===== src/rtl/counter_pkg.sv =====
// Shared types and default widths for the counter arbiter.
// State encoding is fixed so waveforms read the same across builds.
package counter_pkg;

  typedef enum logic [1:0] {
    IDLE  = 2'd0,
    CLEAR = 2'd1,
    RUN   = 2'd2,
    DONE  = 2'd3
  } state_e;

  localparam int CNT_W_DEF   = 5;
  localparam int PRESC_W_DEF = 32;

endpackage


===== src/rtl/rr_arbiter.sv =====
// Combinational round-robin pick: first requester after the last grant.
// Returns a one-hot grant, its index, and whether anything was picked.
module rr_arbiter #(
  parameter int NUM_REQ = 4,
  parameter int IDX_W   = $clog2(NUM_REQ)
) (
  input  logic [NUM_REQ-1:0] req,
  input  logic [IDX_W-1:0]   ptr,
  output logic [NUM_REQ-1:0] gnt,
  output logic [IDX_W-1:0]   idx,
  output logic               valid
);

  int cand;

  always_comb begin
    gnt   = '0;
    idx   = '0;
    valid = 1'b0;
    cand  = 0;
    for (int k = 1; k <= NUM_REQ; k++) begin
      cand = (int'(ptr) + k) % NUM_REQ;
      if (!valid && req[IDX_W'(cand)]) begin
        valid                = 1'b1;
        gnt[IDX_W'(cand)]    = 1'b1;
        idx                  = IDX_W'(cand);
      end
    end
  end

endmodule


===== src/rtl/counter_arbiter.sv =====
// Time-shares one prescaled counter among several requesters.
// Grants round-robin, clears and runs the counter, pulses done on match.
import counter_pkg::*;

module counter_arbiter #(
  parameter int NUM_REQ = 4,
  parameter int CNT_W   = CNT_W_DEF,
  parameter int PRESC_W = PRESC_W_DEF
) (
  input  logic                       clock,
  input  logic                       reset,
  input  logic [NUM_REQ-1:0]         req,
  input  logic [NUM_REQ*PRESC_W-1:0] req_prescaler,
  input  logic [NUM_REQ*CNT_W-1:0]   req_target,
  output logic [NUM_REQ-1:0]         gnt,
  output logic [NUM_REQ-1:0]         done,
  output logic                       busy,
  output logic                       cnt_reset,
  output logic [PRESC_W-1:0]         cnt_prescaler,
  input  logic [CNT_W-1:0]           cnt_value
);

  localparam int IDX_W = $clog2(NUM_REQ);

  state_e               state_q, state_d;
  logic [IDX_W-1:0]     idx_q, idx_d;
  logic [IDX_W-1:0]     ptr_q, ptr_d;
  logic [CNT_W-1:0]     target_q, target_d;
  logic [PRESC_W-1:0]   presc_q, presc_d;
  logic [NUM_REQ-1:0]   gnt_q, gnt_d;
  logic [NUM_REQ-1:0]   done_q, done_d;
  logic                 busy_q, busy_d;
  logic                 cnt_reset_q, cnt_reset_d;

  logic [NUM_REQ-1:0]   pick_gnt;
  logic [IDX_W-1:0]     pick_idx;
  logic                 pick_valid;

  rr_arbiter #(
    .NUM_REQ (NUM_REQ),
    .IDX_W   (IDX_W)
  ) u_rr (
    .req   (req),
    .ptr   (ptr_q),
    .gnt   (pick_gnt),
    .idx   (pick_idx),
    .valid (pick_valid)
  );

  always_comb begin
    state_d     = state_q;
    idx_d       = idx_q;
    ptr_d       = ptr_q;
    target_d    = target_q;
    presc_d     = presc_q;
    gnt_d       = gnt_q;
    done_d      = '0;
    busy_d      = busy_q;
    cnt_reset_d = cnt_reset_q;
    unique case (state_q)
      IDLE: begin
        gnt_d       = '0;
        busy_d      = 1'b0;
        cnt_reset_d = 1'b1;
        if (pick_valid) begin
          state_d  = CLEAR;
          idx_d    = pick_idx;
          gnt_d    = pick_gnt;
          busy_d   = 1'b1;
          presc_d  = req_prescaler[int'(pick_idx)*PRESC_W +: PRESC_W];
          target_d = req_target[int'(pick_idx)*CNT_W +: CNT_W];
        end
      end
      CLEAR: begin
        state_d     = RUN;
        cnt_reset_d = 1'b0;
      end
      RUN: begin
        // A match in the same cycle as a withdraw still completes.
        if (cnt_value == target_q) begin
          state_d       = DONE;
          done_d[idx_q] = 1'b1;
          cnt_reset_d   = 1'b1;
        end else if (!req[idx_q]) begin
          state_d     = IDLE;
          gnt_d       = '0;
          busy_d      = 1'b0;
          cnt_reset_d = 1'b1;
        end
      end
      DONE: begin
        state_d = IDLE;
        gnt_d   = '0;
        busy_d  = 1'b0;
        ptr_d   = idx_q;
      end
      default: state_d = IDLE;
    endcase
  end

  always_ff @(posedge clock or negedge reset) begin
    if (!reset) begin
      state_q     <= IDLE;
      idx_q       <= '0;
      ptr_q       <= IDX_W'(NUM_REQ - 1);
      target_q    <= '0;
      presc_q     <= '0;
      gnt_q       <= '0;
      done_q      <= '0;
      busy_q      <= 1'b0;
      cnt_reset_q <= 1'b1;
    end else begin
      state_q     <= state_d;
      idx_q       <= idx_d;
      ptr_q       <= ptr_d;
      target_q    <= target_d;
      presc_q     <= presc_d;
      gnt_q       <= gnt_d;
      done_q      <= done_d;
      busy_q      <= busy_d;
      cnt_reset_q <= cnt_reset_d;
    end
  end

  assign gnt           = gnt_q;
  assign done          = done_q;
  assign busy          = busy_q;
  assign cnt_reset     = cnt_reset_q;
  assign cnt_prescaler = presc_q;

endmodule


===== config.mk =====
export PLATFORM = sky130hd
export DESIGN_NAME = counter_arbiter
export DESIGN_NICKNAME = d
export VERILOG_FILES = /design/src/rtl/counter_pkg.sv /design/src/rtl/rr_arbiter.sv /design/src/rtl/counter_arbiter.sv
export SDC_FILE = /design/constraint.sdc
export NUM_CORES = 1
export LEC_CHECK = 0
export CORE_UTILIZATION = 37
export CTS_BUF_LIST = sky130_fd_sc_hd__clkbuf_16
export DETAILED_ROUTE_END_ITERATION = 8
export PLACE_DENSITY_LB_ADDON = 0.25
export SYNTH_ARGS = -nofsm -noshare
export SYNTH_HDL_FRONTEND = slang
export SYNTH_SLANG_ARGS = --single-unit

===== constraint.sdc =====
create_clock -name clock -period 3.24 [get_ports clock]
set_input_delay 0.972 -clock clock [delete_from_list [all_inputs] [get_ports clock]]
set_output_delay 0.972 -clock clock [all_outputs]
set_load 0.005 [all_outputs]

* Yosys cells after proc, flatten, opt, wreduce, memory -nomap -nowiden
Cells that the tools add are included.
** Operators by class
- Bitwise logic cells :: 3
- Multipliers :: 1
- Eq/ne operators :: 8
- Add/sub/neg operators :: 4
- Magnitude comparators :: 10
- Reductions and logical operators :: 18
- Shifts and indexed selects :: 2
- Multiplexer cells :: 53
- Div/mod/pow operators :: 0
** Operator list (number)
- 128-bit by 8-bit variable part select with 32-bit output :: 1
- 4-bit two-way mux :: 9
- 1-bit two-way mux :: 23
- 20-bit by 6-bit variable part select with 5-bit output :: 1
- 2-bit by 4-bit less-than comparator with 1-bit output, second input constant :: 4
- 2-bit two-way mux :: 7
- 4-bit OR :: 3
- 4-bit one-hot mux with 3 select lines :: 1
- 1-bit binary-select mux with 2-bit select :: 5
- 1-bit demux with 2-bit select :: 5
- 2-bit by 1-bit greater-or-equal comparator with 1-bit output, second input constant :: 5
- 1-bit logical AND :: 8
- 2-bit one-hot mux with 4 select lines :: 1
- 2-bit != test, second input constant :: 3
- 1-bit one-hot mux with 3 select lines :: 2
- 2-bit AND reduction :: 3
- 3-bit nonzero test :: 2
- 5-bit equality test :: 1
- 2-bit by 3-bit multiplier with 5-bit output, second input constant :: 1
- 2-bit by 1-bit adder with 2-bit output, second input constant :: 2
- 2-bit adder, second input constant :: 2
- 2-bit equality test, second input constant :: 2
- 1-bit zero test :: 3
- 2-bit by 3-bit less-than comparator with 1-bit output, second input constant :: 1
- 4 further kinds :: 4
** Storage, ports and cells
- Register bits after elaboration :: 53
- Memories kept :: 0
- Output and inout port bits :: 42
- Logic and storage cells :: 108
- Bits in read-only memories :: 0
- RAM bits :: 0
- Bits in latches :: 0
- Input port bits :: 159

* Depth between registers and ports, before layout
- Word-level depth :: 16
- Depth in mapped cells :: 12
- Depth with buffers taken out :: 8

* Hierarchy
A second synthesis with hierarchy kept.
** Second synthesis, totals
- Cells, all modules :: 251
- Area, all modules :: 3513.4 um^2
** By module, submodules not included
- counter_arbiter :: area each 3019.1 um^2, times used 1, sequential area each 1330.0 um^2, cells an instance 191
- rr_arbiter :: area each 494.2 um^2, times used 1, sequential area each 0.0 um^2, cells an instance 60

* Least setup slack after synthesis
No wires, ideal clock.
- Path type :: flip-flop to flip-flop
- From :: reg ptr_q[1]
- To :: reg presc_q[10] (netlist: cnt_prescaler[10])
- Data required time :: 3098 ps
- Setup time :: 142 ps
- Slack :: 104 ps
- Arrival time :: 2994 ps
- Period minus slack after synthesis :: 3136 ps
- Stages on the path, launching flop included :: 13
- Path buffers :: 5
- Path through :: dfstp_2 -> buf_2 -> clkbuf_1 -> inv_1 -> ha_1 -> buf_2 -> mux4_2 -> a21oi_2 -> a2bb2oi_2 -> buf_6 -> buf_12 -> mux2i_1 -> o221ai_1
** Between the ends
- Word-level cells in the longest chain between the ends :: 15
- Elaborated cells between the ends (all ways) :: 32
- Classes of those cells :: add/sub: 4; shift: 1; mux: 20; reduce/logical: 7
** Ends and longest elaborated chain
- start, declared :: RTL line counter_arbiter.sv:27 : logic [IDX_W-1:0] ptr_q, ptr_d;
- start signal, assigned :: RTL line counter_arbiter.sv:105 : ptr_q <= IDX_W'(NUM_REQ - 1);
- start signal, assigned :: RTL line counter_arbiter.sv:115 : ptr_q <= ptr_d;
- 2-bit by 1-bit adder with 2-bit output :: RTL line rr_arbiter.sv:22 : cand = (int'(ptr) + k) % NUM_REQ;
- 1-bit binary-select mux with 2-bit select :: RTL line rr_arbiter.sv:23 : if (!valid && req[IDX_W'(cand)]) begin
- 1-bit two-way mux (not written as such) (2 in series) :: RTL line rr_arbiter.sv:23
- 1-bit two-way mux :: RTL line rr_arbiter.sv:23
- 1-bit zero test :: RTL line rr_arbiter.sv:23
- 1-bit logical AND :: RTL line rr_arbiter.sv:23
- 1-bit two-way mux :: RTL line rr_arbiter.sv:23
- 1-bit zero test :: RTL line rr_arbiter.sv:23
- 1-bit logical AND :: RTL line rr_arbiter.sv:23
- 1-bit two-way mux :: RTL line rr_arbiter.sv:23
- 1-bit zero test :: RTL line rr_arbiter.sv:23
- 1-bit logical AND :: RTL line rr_arbiter.sv:23
- 2-bit two-way mux or 1-bit two-way mux (tied branches) :: RTL line rr_arbiter.sv:23
- 128-bit by 8-bit variable part select with 32-bit output or 2-bit AND reduction (tied branches)
- end signal, assigned :: RTL line counter_arbiter.sv:117 : presc_q <= presc_d;
- end, declared :: RTL line counter_arbiter.sv:29 : logic [PRESC_W-1:0] presc_q, presc_d;
Several ways; a longest one is shown, not always the timed one. The select of a mux whose other input is x is not followed.
A chain may end at the register's enable or synchronous reset.

* Worst setup path after layout
- From :: in req[0]
- To :: reg presc_q[25] (netlist: cnt_prescaler[25])
** Between the ends
- Word-level cells in the longest chain between the ends :: 14
- Elaborated cells between the ends (all ways) :: 28
- Classes of those cells :: shift: 1; mux: 20; reduce/logical: 7
** Ends and longest elaborated chain
- start, declared :: RTL line counter_arbiter.sv:12 : input logic [NUM_REQ-1:0] req,
- 1-bit binary-select mux with 2-bit select :: RTL line rr_arbiter.sv:23
- 1-bit two-way mux (not written as such) (2 in series) :: RTL line rr_arbiter.sv:23
- 1-bit two-way mux :: RTL line rr_arbiter.sv:23
- 1-bit zero test :: RTL line rr_arbiter.sv:23
- 1-bit logical AND :: RTL line rr_arbiter.sv:23
- 1-bit two-way mux :: RTL line rr_arbiter.sv:23
- 1-bit zero test :: RTL line rr_arbiter.sv:23
- 1-bit logical AND :: RTL line rr_arbiter.sv:23
- 1-bit two-way mux :: RTL line rr_arbiter.sv:23
- 1-bit zero test :: RTL line rr_arbiter.sv:23
- 1-bit logical AND :: RTL line rr_arbiter.sv:23
- 2-bit two-way mux or 1-bit two-way mux (tied branches) :: RTL line rr_arbiter.sv:23
- 128-bit by 8-bit variable part select with 32-bit output or 2-bit AND reduction (tied branches)
Several ways; a longest one is shown, not always the timed one. The select of a mux whose other input is x is not followed.

==> metrics.yaml <==
global_routing:
  grt.total_usage_pct: 26.65
  grt_overflow: 0
  grt_pass1_vias: 4692
  grt_max_degree: 54
  grt_antenna_before_repair: 0
  grt_first_pass_wirelength_microns: 23810
synth:
  synthTopCellsByArea: "dfrtp_1, mux2i_1, o221ai_1, o22a_1, o22ai_1"
  yosysSeqAreaShare_pct: 32.68
  async_reset_ff_share_pct: 100.0
  synth_edf_count: 0
  yosys_warnings: 0
  ys_seq_elements: 53
  synth.net_count: 602
  synth-xor-area-share_pct: 1.291
  yosys.area.top_type: "dfrtp_1"
  synth_top_area_share_pct: 30.74
  synth_area_sq_um: 4070
  yosysUniqueCellTypes: 55
  muxShareOfSynthArea_pct: 14.82
  synth_top_family_by_area: "compound AO/OA/AOI/OAI gates"
  ys.flop_type: "dfrtp_1"
  netlist_instances: 436
  yosys.area_share.adder_pct: 2.152
  syn_avg_cell_area_sq_um: 9.335
  netlist_top_cells_count: "dfrtp_1, nand2_1, mux2i_1"
  synth_compound_area_share_pct: 32.89
  synth-simple-area-share_pct: 10.24
placement:
  place_congestion: 0.8465
  port_buffers: 200
  dp_cells: 766
  place_area_sq_um: 6400
  dp_hpwl_microns: 10810
critical_path:
  path_max_fanout: 25
  r2r-start: "ptr_q[0]"
  critPathCaptureType: "register"
  cp.required_ps: 3410
  startpoint: "req[0]"
  path_class: "in2reg"
  cp-start-kind: "input pin"
  arrival_ps: 3230
layout:
  area_growth_pct: 60.93
  final_cell_area_sq_um: 6550
  drive_gt1_share_pct: 11.60
  antenna_cells: 0
  stdcell_count: 774
  post-route-util_pct: 62.33
  fin_nets: 803
route:
  viasPerCell: 5.841
  routed_wl_microns: 14930
  route.detailed.drc: 0
  dr.pass1.iters: 4
  vias: 4521
  drtIter0Drc: 207
  ant_nets: 0
  wire_per_inst_microns: 19.29
floorplan:
  rows: 37
  core_sq_um: 10510
  start_util_pct: 38.73
  pin_count: 201
  die_x_microns: 106.9
  die_area_sq_um: 11420
  die_h_microns: 106.9
hold_path:
  hold_start: "busy"
  holdCritPathClass: "reg2reg"
clock_tree:
  clock-sinks: 53
  root_buffer: "clkbuf_16"
  clk_path_buf_depth: 2
  postCtsHoldBufs: 0
  clk_pin_slew_ps: 80
  cts_max_level: 2
  cts_resized: 0
  numCtsBuffers: 5
  post_cts_buffers: 0
  cts_tree: "done"
  clk_latency_ps: 300
sta:
  fin_crit_sh_pct: 94.49
  max_slew_margin_pct: 51.21
  max_clock_freq_ghz: 0.3267
  slew_violations: 0
  finalCriticalPeriod_ps: 3061
  rsz0062_at_grt: "no"
  setup_violations: 0
  fin_skew_ps: 12.80
  worstMarginPinSlew_ps: 731.9
  finalHoldViolCount: 0
pwr:
  p_leak_nw: 2.616
  total_power_mw: 6.380
  power_density_nw_per_um2: 974.0
  ir_worst_vdd_uv: 547.9
run:
  max_cap_violations: 0
run_status:
  outcome: "finished clean"
-- final timing paths --
| path | endpoint | slack (ps) | depth (start not counted) |
|---|---|---|---|
| worst max register to register | cnt_prescaler[25] | 470 | 7 |
| min in group asynchronous | cnt_prescaler[1] | 810 | 2 |
| worst min-delay path | busy | 470 | 2 |
| max in group asynchronous | cnt_prescaler[4] | 1930 | 2 |
| worst min register to register | busy | 470 | 2 |
| worst max-delay path | cnt_prescaler[25] | 180 | 7 |
-- state kept, by name, indices dropped and copies added, names as in the netlist --
signal / cells
cnt_prescaler: 32
ptr_q: 2
gnt: 4
idx_q: 2
cnt_reset: 1
busy: 1
done: 4
state_q: 2
target_q: 5
-- power breakdown --
part | switching [mW] | internal, mW | leakage (nW)
combinational | 2.34 | 2.27 | 1.89
sequential | 0.212 | 0.994 | 0.651
clock | 0.269 | 0.292 | 0.0704
-- logic make-up after synthesis --
kind of cell	Yosys count
muxes	53
buffers and inverters	47
AOI/OAI and AO/OA	180
and+or+nand+nor	90
DFF	53
adders and majority gates	7
xor gates and xnor gates	6
-- layer usage --
layer  vias to the layer above  share of wire, %  global-route usage [%]  routed length [microns]
li1                       2099                 -                       -                        -
met1                      2215                40                   33.00                     6034
met2                       193                51                   47.00                     7659
met3                        14               6.9                   4.924                     1028
met4                         0               1.4                   7.632                      208
met5                         -                 0                       0                        0
-- critical path: stages --
cell	delay [ps]
clkdlybuf4s50_1	530
mux4_2	590
a21oi_2	250
a2bb2oi_4	230
buf_12	240
mux2i_1	250
o221ai_1	140
-- placed cells by master, fill, tap and decap left out, types with 11 or more instances in the layout --
cell / netlist / layout
buf_4: 1 / 29
clkdlybuf4s50_1: 0 / 199
dfrtp_1: 50 / 50
mux2i_1: 42 / 42
nand2_1: 50 / 50
nor2_1: 11 / 11
o21ai_0: 32 / 32
o221ai_1: 32 / 32
o22a_1: 32 / 32
o22ai_1: 31 / 31
-- final cells by class --
class	instances	area (sq um)
fillers	892	3959
flip-flops and latches	53	1330
clock buffers	5	125.1
clock inverters	3	25.02
multi-input cells	336	2542
well taps	136	170.2
inverters	6	22.52
repair buffers	235	2335
-- metrics by stage --
stage / setup TNS [ps] / setup slack [ps] / hold slack, ps
final: 0 / 178.6 / 472.9
after global routing: 0 / 72.67 / 517.5
after CTS: 0 / 200.1 / 480.4
after detailed placement: -1635 / -101.2 / 463.2
after global placement: -290.5 / -48.54 / 462.6
after floorplan: 0 / 104.1 / 461.2
(Power assumes the default switching activity.)
